File: src/rtl/pc_fetch_unit_if.sv
// Fetch-stage bus: hazard/memory controls and redirect inputs in, fetch address and status out.
interface pc_fetch_unit_if;
    logic        stall;
    logic        imem_ready;
    logic        branch_taken;
    logic [31:0] branch_offset_sh;
    logic [31:0] redirect_base;
    logic        jump;
    logic [25:0] jump_index;
    logic [31:0] pc;
    logic [31:0] pc_plus4;
    logic        fetch_valid;
    logic        redirect_pending;

    modport master (
        output stall, imem_ready, branch_taken, branch_offset_sh,
               redirect_base, jump, jump_index,
        input  pc, pc_plus4, fetch_valid, redirect_pending
    );

    modport slave (
        input  stall, imem_ready, branch_taken, branch_offset_sh,
               redirect_base, jump, jump_index,
        output pc, pc_plus4, fetch_valid, redirect_pending
    );
endinterface

File: src/rtl/pc_fetch_unit.sv
// PC register and next-fetch-address selection with stall/back-pressure handling
// and a one-deep holding slot for redirects that arrive while fetch cannot advance.
module pc_fetch_unit #(
    parameter logic [31:0] RESET_PC = 32'h0000_0000
) (
    input logic           clk,
    input logic           reset,
    pc_fetch_unit_if.slave bus
);

    typedef enum logic {RUN, PEND} state_t;

    state_t      state, state_d;
    logic [31:0] pc_q, pc_d;
    logic [31:0] pend_target, pend_d;
    logic        started;
    logic        advance;
    logic        req;
    logic [31:0] branch_tgt;
    logic [31:0] target;

    assign advance    = ~bus.stall & bus.imem_ready & started;
    assign req        = bus.jump | bus.branch_taken;
    assign branch_tgt = bus.redirect_base + bus.branch_offset_sh;

    // Jump has priority over a simultaneous taken branch.
    always_comb begin
        target = '0;
        if (bus.jump)
            target = {bus.redirect_base[31:28], bus.jump_index, 2'b00};
        else
            target = {branch_tgt[31:2], 2'b00};
    end

    always_ff @(posedge clk) begin
        if (reset) begin
            state       <= RUN;
            pc_q        <= RESET_PC;
            pend_target <= '0;
            started     <= 1'b0;
        end else begin
            state       <= state_d;
            pc_q        <= pc_d;
            pend_target <= pend_d;
            started     <= 1'b1;
        end
    end

    // In PEND new requests are dropped: the older redirect is the correct path.
    always_comb begin
        state_d = state;
        pc_d    = pc_q;
        pend_d  = pend_target;
        unique case (state)
            RUN: begin
                if (req) begin
                    if (advance) begin
                        pc_d = target;
                    end else begin
                        pend_d  = target;
                        state_d = PEND;
                    end
                end else if (advance) begin
                    pc_d = pc_q + 32'd4;
                end
            end
            PEND: begin
                if (advance) begin
                    pc_d    = pend_target;
                    state_d = RUN;
                end
            end
            default: state_d = RUN;
        endcase
    end

    assign bus.pc               = pc_q;
    assign bus.pc_plus4         = pc_q + 32'd4;
    assign bus.fetch_valid      = started & ~bus.stall;
    assign bus.redirect_pending = (state == PEND);

endmodule

File: src/flat_wrapper.sv
// flat-port wrapper written by rule: the top's interface ports become plain ports
module pc_fetch_unit_flat 
#(
    parameter logic [31:0] RESET_PC = 32'h0000_0000
)
  (clk, reset, bus_stall, bus_imem_ready, bus_branch_taken, bus_branch_offset_sh, bus_redirect_base, bus_jump, bus_jump_index, bus_pc, bus_pc_plus4, bus_fetch_valid, bus_redirect_pending);
  pc_fetch_unit_if bus_i ();
  input logic clk;
  input logic reset;
  input wire logic [$bits(bus_i.stall)-1:0] bus_stall;
  input wire logic [$bits(bus_i.imem_ready)-1:0] bus_imem_ready;
  input wire logic [$bits(bus_i.branch_taken)-1:0] bus_branch_taken;
  input wire logic [$bits(bus_i.branch_offset_sh)-1:0] bus_branch_offset_sh;
  input wire logic [$bits(bus_i.redirect_base)-1:0] bus_redirect_base;
  input wire logic [$bits(bus_i.jump)-1:0] bus_jump;
  input wire logic [$bits(bus_i.jump_index)-1:0] bus_jump_index;
  output wire logic [$bits(bus_i.pc)-1:0] bus_pc;
  output wire logic [$bits(bus_i.pc_plus4)-1:0] bus_pc_plus4;
  output wire logic [$bits(bus_i.fetch_valid)-1:0] bus_fetch_valid;
  output wire logic [$bits(bus_i.redirect_pending)-1:0] bus_redirect_pending;
  assign bus_i.stall = bus_stall;
  assign bus_i.imem_ready = bus_imem_ready;
  assign bus_i.branch_taken = bus_branch_taken;
  assign bus_i.branch_offset_sh = bus_branch_offset_sh;
  assign bus_i.redirect_base = bus_redirect_base;
  assign bus_i.jump = bus_jump;
  assign bus_i.jump_index = bus_jump_index;
  assign bus_pc = bus_i.pc;
  assign bus_pc_plus4 = bus_i.pc_plus4;
  assign bus_fetch_valid = bus_i.fetch_valid;
  assign bus_redirect_pending = bus_i.redirect_pending;
  pc_fetch_unit #(.RESET_PC(RESET_PC)) u_core (.clk(clk), .reset(reset), .bus(bus_i));
endmodule
File: config.mk
export PLATFORM = sky130hd
export DESIGN_NAME = pc_fetch_unit_flat
export DESIGN_NICKNAME = d
export VERILOG_FILES = /design/src/rtl/pc_fetch_unit_if.sv /design/src/rtl/pc_fetch_unit.sv /design/src/flat_wrapper.sv
export SDC_FILE = /design/constraint.sdc
export NUM_CORES = 1
export LEC_CHECK = 0
export ABC_AREA = 1
export BUFFER_PORTS_ARGS = -buffer_cell sky130_fd_sc_hd__buf_2
export CAP_MARGIN = 10
export CORE_MARGIN = 4
export CORE_UTILIZATION = 45
export CTS_CLUSTER_SIZE = 16
export DETAILED_ROUTE_END_ITERATION = 16
export PLACE_DENSITY_LB_ADDON = 0.3
export SYNTH_ARGS = -nofsm -noshare
export SYNTH_HDL_FRONTEND = slang
export SYNTH_SLANG_ARGS = --single-unit
File: constraint.sdc
create_clock -name clk -period 3.38 [get_ports clk]
set_input_delay 0.338 -clock clk [delete_from_list [all_inputs] [get_ports clk]]
set_output_delay 0.338 -clock clk [all_outputs]
set_load 0.01 [all_outputs]
==> results.toml, run 1 <==
[status]
status = "finished clean"

[sta]
drv_slew = 0
fmax_mhz = 415.6
holdWs_ns = 0.3273
fin_crit_sh_pct = 71.19
clock_skew_ns = 0.004469
finalCriticalPeriod_ns = 2.406
worst_pin_slew_ns = 1.076
grt_setup_unrepaired = "false"
max-slew-margin-rel_pct = 28.16
hold_viol = 0
fin_setup_tns_ns = 0
setup_viol = 0

[clock_tree]
clock_path_buffers = 2
numCtsBuffers = 9
path_clk_slew_ns = 0.05
htreeDepth = 3
root_buffer = "clkbuf_16"
hold_buffers = 0
clk_latency_ns = 0.33
ctsResizeCount = 0
post_cts_buffers = 0
clock_sinks = 62
cts_tree = "yes"

[critical_path]
cp.required_ns = 3.04
startpoint_type = "flip-flop"
cp_max_fo = 5
reg2reg_to = "u_core.bus.pc[30]"
r2r-start = "u_core.bus.pc[2]"
setup.worst_path.class = "reg2out"
reg2reg_slack_ns = 1.49
rr_worst_depth = 13
end_kind = "primary output"
cp.arrival_ns = 2.07

[synth]
synth_cell_types = 43
synth-simple-area-share_pct = 39.68
netlist_area_sq_mm = 0.006196
avgSynthCellArea_sq_um = 5.748
syn_inst = 1078
synth-seq-cells = 62
synth.area.mux_share_pct = 0
ys.flop_type = "dfxtp_1"
synth-async-reset-ratio_pct = 0
yosysWarnings = 0
synth_edf_count = 0
ys_seq_area_share_pct = 20.03
synth_xor_area_share_pct = 5.129
synth_compound_area_share_pct = 15.31
synth-adder-area-share_pct = 6.260
synth_top_family_by_area = "simple AND/OR/NAND/NOR gates"

[pwr]
power_switching_share_pct = 34.92
p_switching_uw = 865.4
p_comb_share_pct = 32.6
ir_drop_mv = 0.3221
p_int_mw = 1.613
leakage_nw = 4.342
clockPowerShare_pct = 33.7
seqPwrFrac_pct = 33.6
power.density_mw_per_mm2 = 336.3

[hold_path]
hold_end = "u_core.pend_target[26]"
min-delay-start = "bus_jump_index[24]"
worst_hold_path_type = "in2reg"
min_path_cells = 5

[detailed_routing]
drt-total-wl_um = 18860
routedWlPerCell_um = 13.45
drc = 0
detail-route-antenna-nets = 0
first_pass_iters = 6
viasPerCell = 5.011
drt_iter0_markers = 388
via_count = 7025

[floorplan]
ioPinCount = 162
core_sq_mm = 0.01335
start_util_pct = 46.42
die_w_um = 125.3
row_count = 42
dieHeight_um = 125.3
dieArea_sq_mm = 0.01571

[global_routing]
grtUsageMet3_pct = 3.156
grt_use_met1_pct = 32.30
overflow = 0
grt_usage_pct = 23.28
met2_usage_pct = 37.49
grt_pass1_vias = 6295
top_usage_layer = "met2"
grt_first_pass_wirelength_um = 30480
grt_max_degree = 39
antenna_found_initial = 0

[cells_and_area]
layout_common_cells = "338 x nand2_1, 182 x inv_1, 157 x buf_2"
final_common_cell = "nand2_1"
nNetsFinal = 1349
design_area_sq_mm = 0.007368
seq_area_sq_mm = 0.001241
fillers = 1417
area_delta_synth_final_pct = 18.92
drive_gt1_share_pct = 18.11
multiInputGateArea_sq_mm = 0.004128
diodes = 0

[placement]
dpl_cell_area_sq_mm = 0.007099
dp_hpwl_um = 15400
place_congestion = 0.9054
numPortBuffers = 157

[flow_run]
cap_violations = 0
[synth_stat cells, types with 2 or more instances]
cell type / count / share of area (%)
xnor2_1: 13 / 1.8
nand2_1: 338 / 20
nand3_1: 76 / 6.1
or2_2: 15 / 1.5
a21oi_2: 4 / 0.57
dfxtp_1: 62 / 20
a21oi_1: 81 / 6.5
o21bai_1: 7 / 0.85
nor2_8: 3 / 0.97
ha_1: 31 / 6.3
xor2_2: 4 / 1.1
nor2_2: 5 / 0.50
xor2_1: 14 / 2.0
o211ai_1: 3 / 0.36
inv_1: 182 / 11
nand3b_1: 4 / 0.48
o21ai_1: 5 / 0.40
inv_2: 2 / 0.12
nand2_2: 2 / 0.20
nand4_1: 9 / 0.91
nor2_1: 82 / 5.0
a31oi_1: 3 / 0.30
clkbuf_1: 21 / 1.3
buf_2: 4 / 0.32
buf_4: 6 / 0.73
o21ai_0: 64 / 5.2
a22oi_1: 2 / 0.24
nand2_4: 3 / 0.55
nor3_1: 12 / 0.97
nor2_4: 6 / 1.1
a21boi_0: 3 / 0.36
[layout make-up]
cell class | instances | area share (%)
multi-input combinational | 803 | 56.02
timing repair buffer | 161 | 11.07
clock inverter | 1 | 0.06792
sequential | 62 | 16.84
tap | 176 | 2.989
inverter | 185 | 9.424
clock buffer | 14 | 3.583
[cells by family after synthesis]
logic type,after synthesis
flops,62
compound gates,176
xor+xnor,32
buf+inv,216
other cells,1
fa+ha+maj,31
simple gates,560
[state kept, by name (all words and copies together), names as in the netlist]
name / flops
u_core.bus.pc: 30
u_core.pend_target: 30
u_core.bus.redirect_pending: 1
u_core.started: 1
[worst max-delay path, stage by stage, from the launching register on]
cell	delay (ns)
dfxtp_1	0.38
ha_1	0.20
nand2_1	0.07
inv_1	0.11
nand2_2	0.12
nor2_8	0.16
nand4_2	0.14
inv_1	0.08
nand3_1	0.10
xor2_1	0.20
buf_2	0.17
[power by group through the flow]
| stage | Clock (mW) | Sequential [mW] | Combinational (mW) |
|---|---|---|---|
| 2_1_floorplan | 0 | 0.842 | 0.553 |
| 3_3_place_gp | 0 | 0.845 | 0.790 |
| 3_5_place_dp | 0 | 0.847 | 0.797 |
| 4_1_cts | 0.846 | 0.833 | 0.801 |
| 5_1_grt | 0.876 | 0.840 | 0.915 |
| 6_report | 0.836 | 0.834 | 0.809 |
[through the flow]
step | util, % | power, mW | setup slack (ns) | cells
4_1_cts | 55.20 | 2.480 | 0.9221 | 1402
6_report | 55.20 | 2.478 | 0.9736 | 1402
3_5_place_dp | 53.19 | 1.644 | 1.112 | 1387
2_1_floorplan | - | 1.395 | 1.542 | 1081
5_1_grt | 55.20 | 2.631 | 0.7435 | 1402
3_3_place_gp | 53.19 | 1.635 | 1.173 | 1387
[worst max path at each step]
stage	depth (start not counted)	start	to
4_1_cts	10	u_core.bus.pc[2]	bus_pc_plus4[30]
2_1_floorplan	9	u_core.bus.pc[2]	bus_pc_plus4[30]
3_5_place_dp	7	bus_jump	u_core.pend_target[16]
3_3_place_gp	7	bus_jump	u_core.pend_target[16]
5_1_grt	10	u_core.bus.pc[2]	bus_pc_plus4[30]
6_report	10	u_core.bus.pc[2]	bus_pc_plus4[30]
[routing by layer]
metal | share of wire (%) | vias up
li1 | - | 3660
met1 | 46 | 3094
met2 | 45 | 246
met3 | 6.5 | 25
met4 | 2.0 | 0
met5 | 0 | -
(Power assumes the default switching activity.)
==> run 2: changes to the inputs <==
--- a/config.mk
+++ b/config.mk
@@ -5,7 +5,7 @@
 export SDC_FILE = /design/constraint.sdc
 export NUM_CORES = 1
 export LEC_CHECK = 0
-export ABC_AREA = 1
+export ABC_AREA = 0
 export BUFFER_PORTS_ARGS = -buffer_cell sky130_fd_sc_hd__buf_2
 export CAP_MARGIN = 10
 export CORE_MARGIN = 4
==> constraint.sdc (replaced) <==
create_clock -name clk -period 2 [get_ports clk]
set_input_delay 0.2 -clock clk [delete_from_list [all_inputs] [get_ports clk]]
set_output_delay 0.2 -clock clk [all_outputs]
set_load 0.01 [all_outputs]
==> results.toml, run 2 <==
[global_routing]
grt_max_degree = 54
grt_pass1_vias = 6711
antenna_found_initial = 1
grt_usage_pct = 28.77
overflow = 0
grt_first_pass_wirelength_um = 33210

[cells_and_area]
final_common_cell = "buf_4"
drive_gt1_share_pct = 48.58
diodes = 0
postLayoutCoreUtil_pct = 77.04
layout_common_cells = "175 x buf_4, 143 x buf_2, 65 x a21oi_1"
area_delta_synth_final_pct = 65.41
nNetsFinal = 1178
design_area_sq_mm = 0.008910

[synth]
synthTopCellsByArea = "dfxtp_1 23%, a21oi_1 7.9%, ha_1 7.2%, o21ai_0 5.8%, xnor2_1 5.5%"
yosysWarnings = 0
synth_cell_types = 67
synth_top_area_cell = "dfxtp_1"
syn_inst = 748
netlist_area_sq_mm = 0.005386
ys_seq_area_share_pct = 23.04
ys.flop_type = "dfxtp_1"
avgSynthCellArea_sq_um = 7.201
yosysTopAreaCellShare_pct = 23.04
synth_edf_count = 0
synth_most_common_cell = "a21oi_1"
synth-async-reset-ratio_pct = 0
synth_common_cells = "85 x a21oi_1, 73 x nor2_1, 72 x nand2_1, 62 x dfxtp_1, 62 x o21ai_0"
synth-seq-cells = 62

[sta]
max-slew-margin-rel_pct = 64.26
fin_crit_sh_pct = 114.1
holdWs_ns = 0.1594
hold_viol = 0
clock_skew_ns = 0.006444
finalWorstSetupSlack_ns = -0.2813
setup_viol = 42
finalCriticalPeriod_ns = 2.281
fmax_mhz = 438.3
worst_pin_slew_ns = 0.5346
grt_setup_unrepaired = "true"
drv_slew = 0

[detailed_routing]
routedWlPerCell_um = 19.06
drt_iter0_markers = 924
detail-route-antenna-nets = 0
first_pass_iters = 5
viasPerCell = 5.962
drc = 0
drt-total-wl_um = 22850
via_count = 7148

[clock_tree]
clock_sinks = 62
clock_path_buffers = 2
htreeDepth = 3
clk_latency_ns = 0.33
path_clk_slew_ns = 0.06
root_buffer = "clkbuf_16"
numCtsBuffers = 9
cts_tree = "yes"

[floorplan]
row_count = 39
die_w_um = 117.4
dieHeight_um = 117.4
ioPinCount = 162
start_util_pct = 46.58
core_sq_mm = 0.01156
dieArea_sq_mm = 0.01378

[critical_path]
crit_path_end = "bus_pc_plus4[25]"
crit_buf_inv = 2
cp_max_fo = 4
path_cells = "and4_4 > and3_4 > nand4_4 > or2_4 > nor2_4 > xor2_2 > buf_4 > buf_6"
end_kind = "primary output"
cp_slowest_cell = "dfxtp_2"
startpoint = "u_core.bus.pc[8]"
r2r-start = "u_core.bus.pc[8]"
cp.required_ns = 1.80
cp.arrival_ns = 2.08
reg2reg_slack_ns = -0.21
reg2reg_to = "u_core.bus.pc[22]"
rr_worst_depth = 12
cp_num_cells = 8
startpoint_type = "flip-flop"
path_delay_family = "simple AND/OR/NAND/NOR gates"
setup.worst_path.class = "reg2out"
slowest_delay_ns = 0.33

[pwr]
leakage_nw = 4.147
power_mw = 5.033
ir_drop_mv = 0.3936
power.density_mw_per_mm2 = 564.9

[placement]
dpl_cell_area_sq_mm = 0.007406
numPortBuffers = 157
place_congestion = 0.9058
dp_hpwl_um = 15050

[status]
violations = "negative setup slack"
status = "finished, violations left"

[flow_run]
cap_violations = 0

[hold_path]
worst_hold_path_type = "in2reg"
-- run 2: cell count changes after synthesis, moves of 15 or more --
| cell | previous run | this run |
|---|---|---|
| nand2_1 | 338 | 72 |
| inv_1 | 182 | 19 |
| nand3_1 | 76 | 27 |
| clkbuf_1 | 21 | 43 |
| xnor2_1 | 13 | 34 |
| and3_1 | 0 | 18 |
| or2_2 | 15 | 0 |
-- run 2: power breakdown --
part / switching [mW] / internal (mW)
clock: 0.568 / 1.03
combinational: 1.08 / 0.957
sequential: 0.0663 / 1.34
total: 1.71 / 3.32
-- run 2: area by class of cell --
type	instances	area, sq um
inverter	19	71.32
clock buffer	12	256.5
sequential	62	1256
tap	143	178.9
clock inverter	4	45.04
multi-input combinational	615	4755
timing repair buffer	344	2347
fill	784	2655
-- run 2: logic make-up after synthesis --
family | Yosys count | share of synthesized area (%)
compound gates | 253 | 30.31
xor+xnor | 55 | 8.943
fa+ha+maj | 31 | 7.201
buf+inv | 74 | 5.552
flops | 62 | 23.04
mux | 10 | 1.858
other cells | 1 | 0.06962
simple gates | 262 | 23.02
-- run 2: metrics by stage --
step	TNS (ns)	setup slack [ns]	cells
floorplan	-1.336	-0.1779	751
global placement	-12.82	-0.4027	1149
detailed placement	-15.28	-0.4752	1149
CTS	-3.195	-0.2489	1184
global route	-8.947	-0.3403	1199
finish	-4.873	-0.2813	1199
-- run 2: worst min-delay path: cells and delay by family --
kind	cells	cell delay, ns
AOI/OAI and AO/OA	1	0.07
buffers and inverters	1	0.11
and+or+nand+nor	1	0.06
-- run 2: worst min-delay path by stage --
stage	startpoint	end	slack [ns]	cells past startpoint
2_1_floorplan	bus_jump_index[21]	u_core.bus.pc[23]	0.35	2
3_3_place_gp	u_core.pend_target[6]	u_core.pend_target[6]	0.44	2
3_5_place_dp	u_core.pend_target[24]	u_core.pend_target[24]	0.45	2
4_1_cts	bus_jump_index[8]	u_core.pend_target[10]	0.15	3
5_1_grt	bus_jump_index[8]	u_core.pend_target[10]	0.16	3
6_report	bus_jump_index[8]	u_core.pend_target[10]	0.16	3
-- run 2: what timing repair did --
| item | 4_1_cts | 5_1_grt |
|---|---|---|
| hold buffers | 0 | 0 |
| setup endpoints to repair | 39 | 65 |
| gates resized for setup | 71 | 114 |
| pin swaps | 47 | 50 |
| buffers inserted | 21 | 18 |
-- run 2: routing by layer --
metal,global-route usage (%),part of all wire (%)
met1,38.08,38
met2,48.12,49
met3,4.379,9.6
met4,9.384,3.2
met5,0,0.061
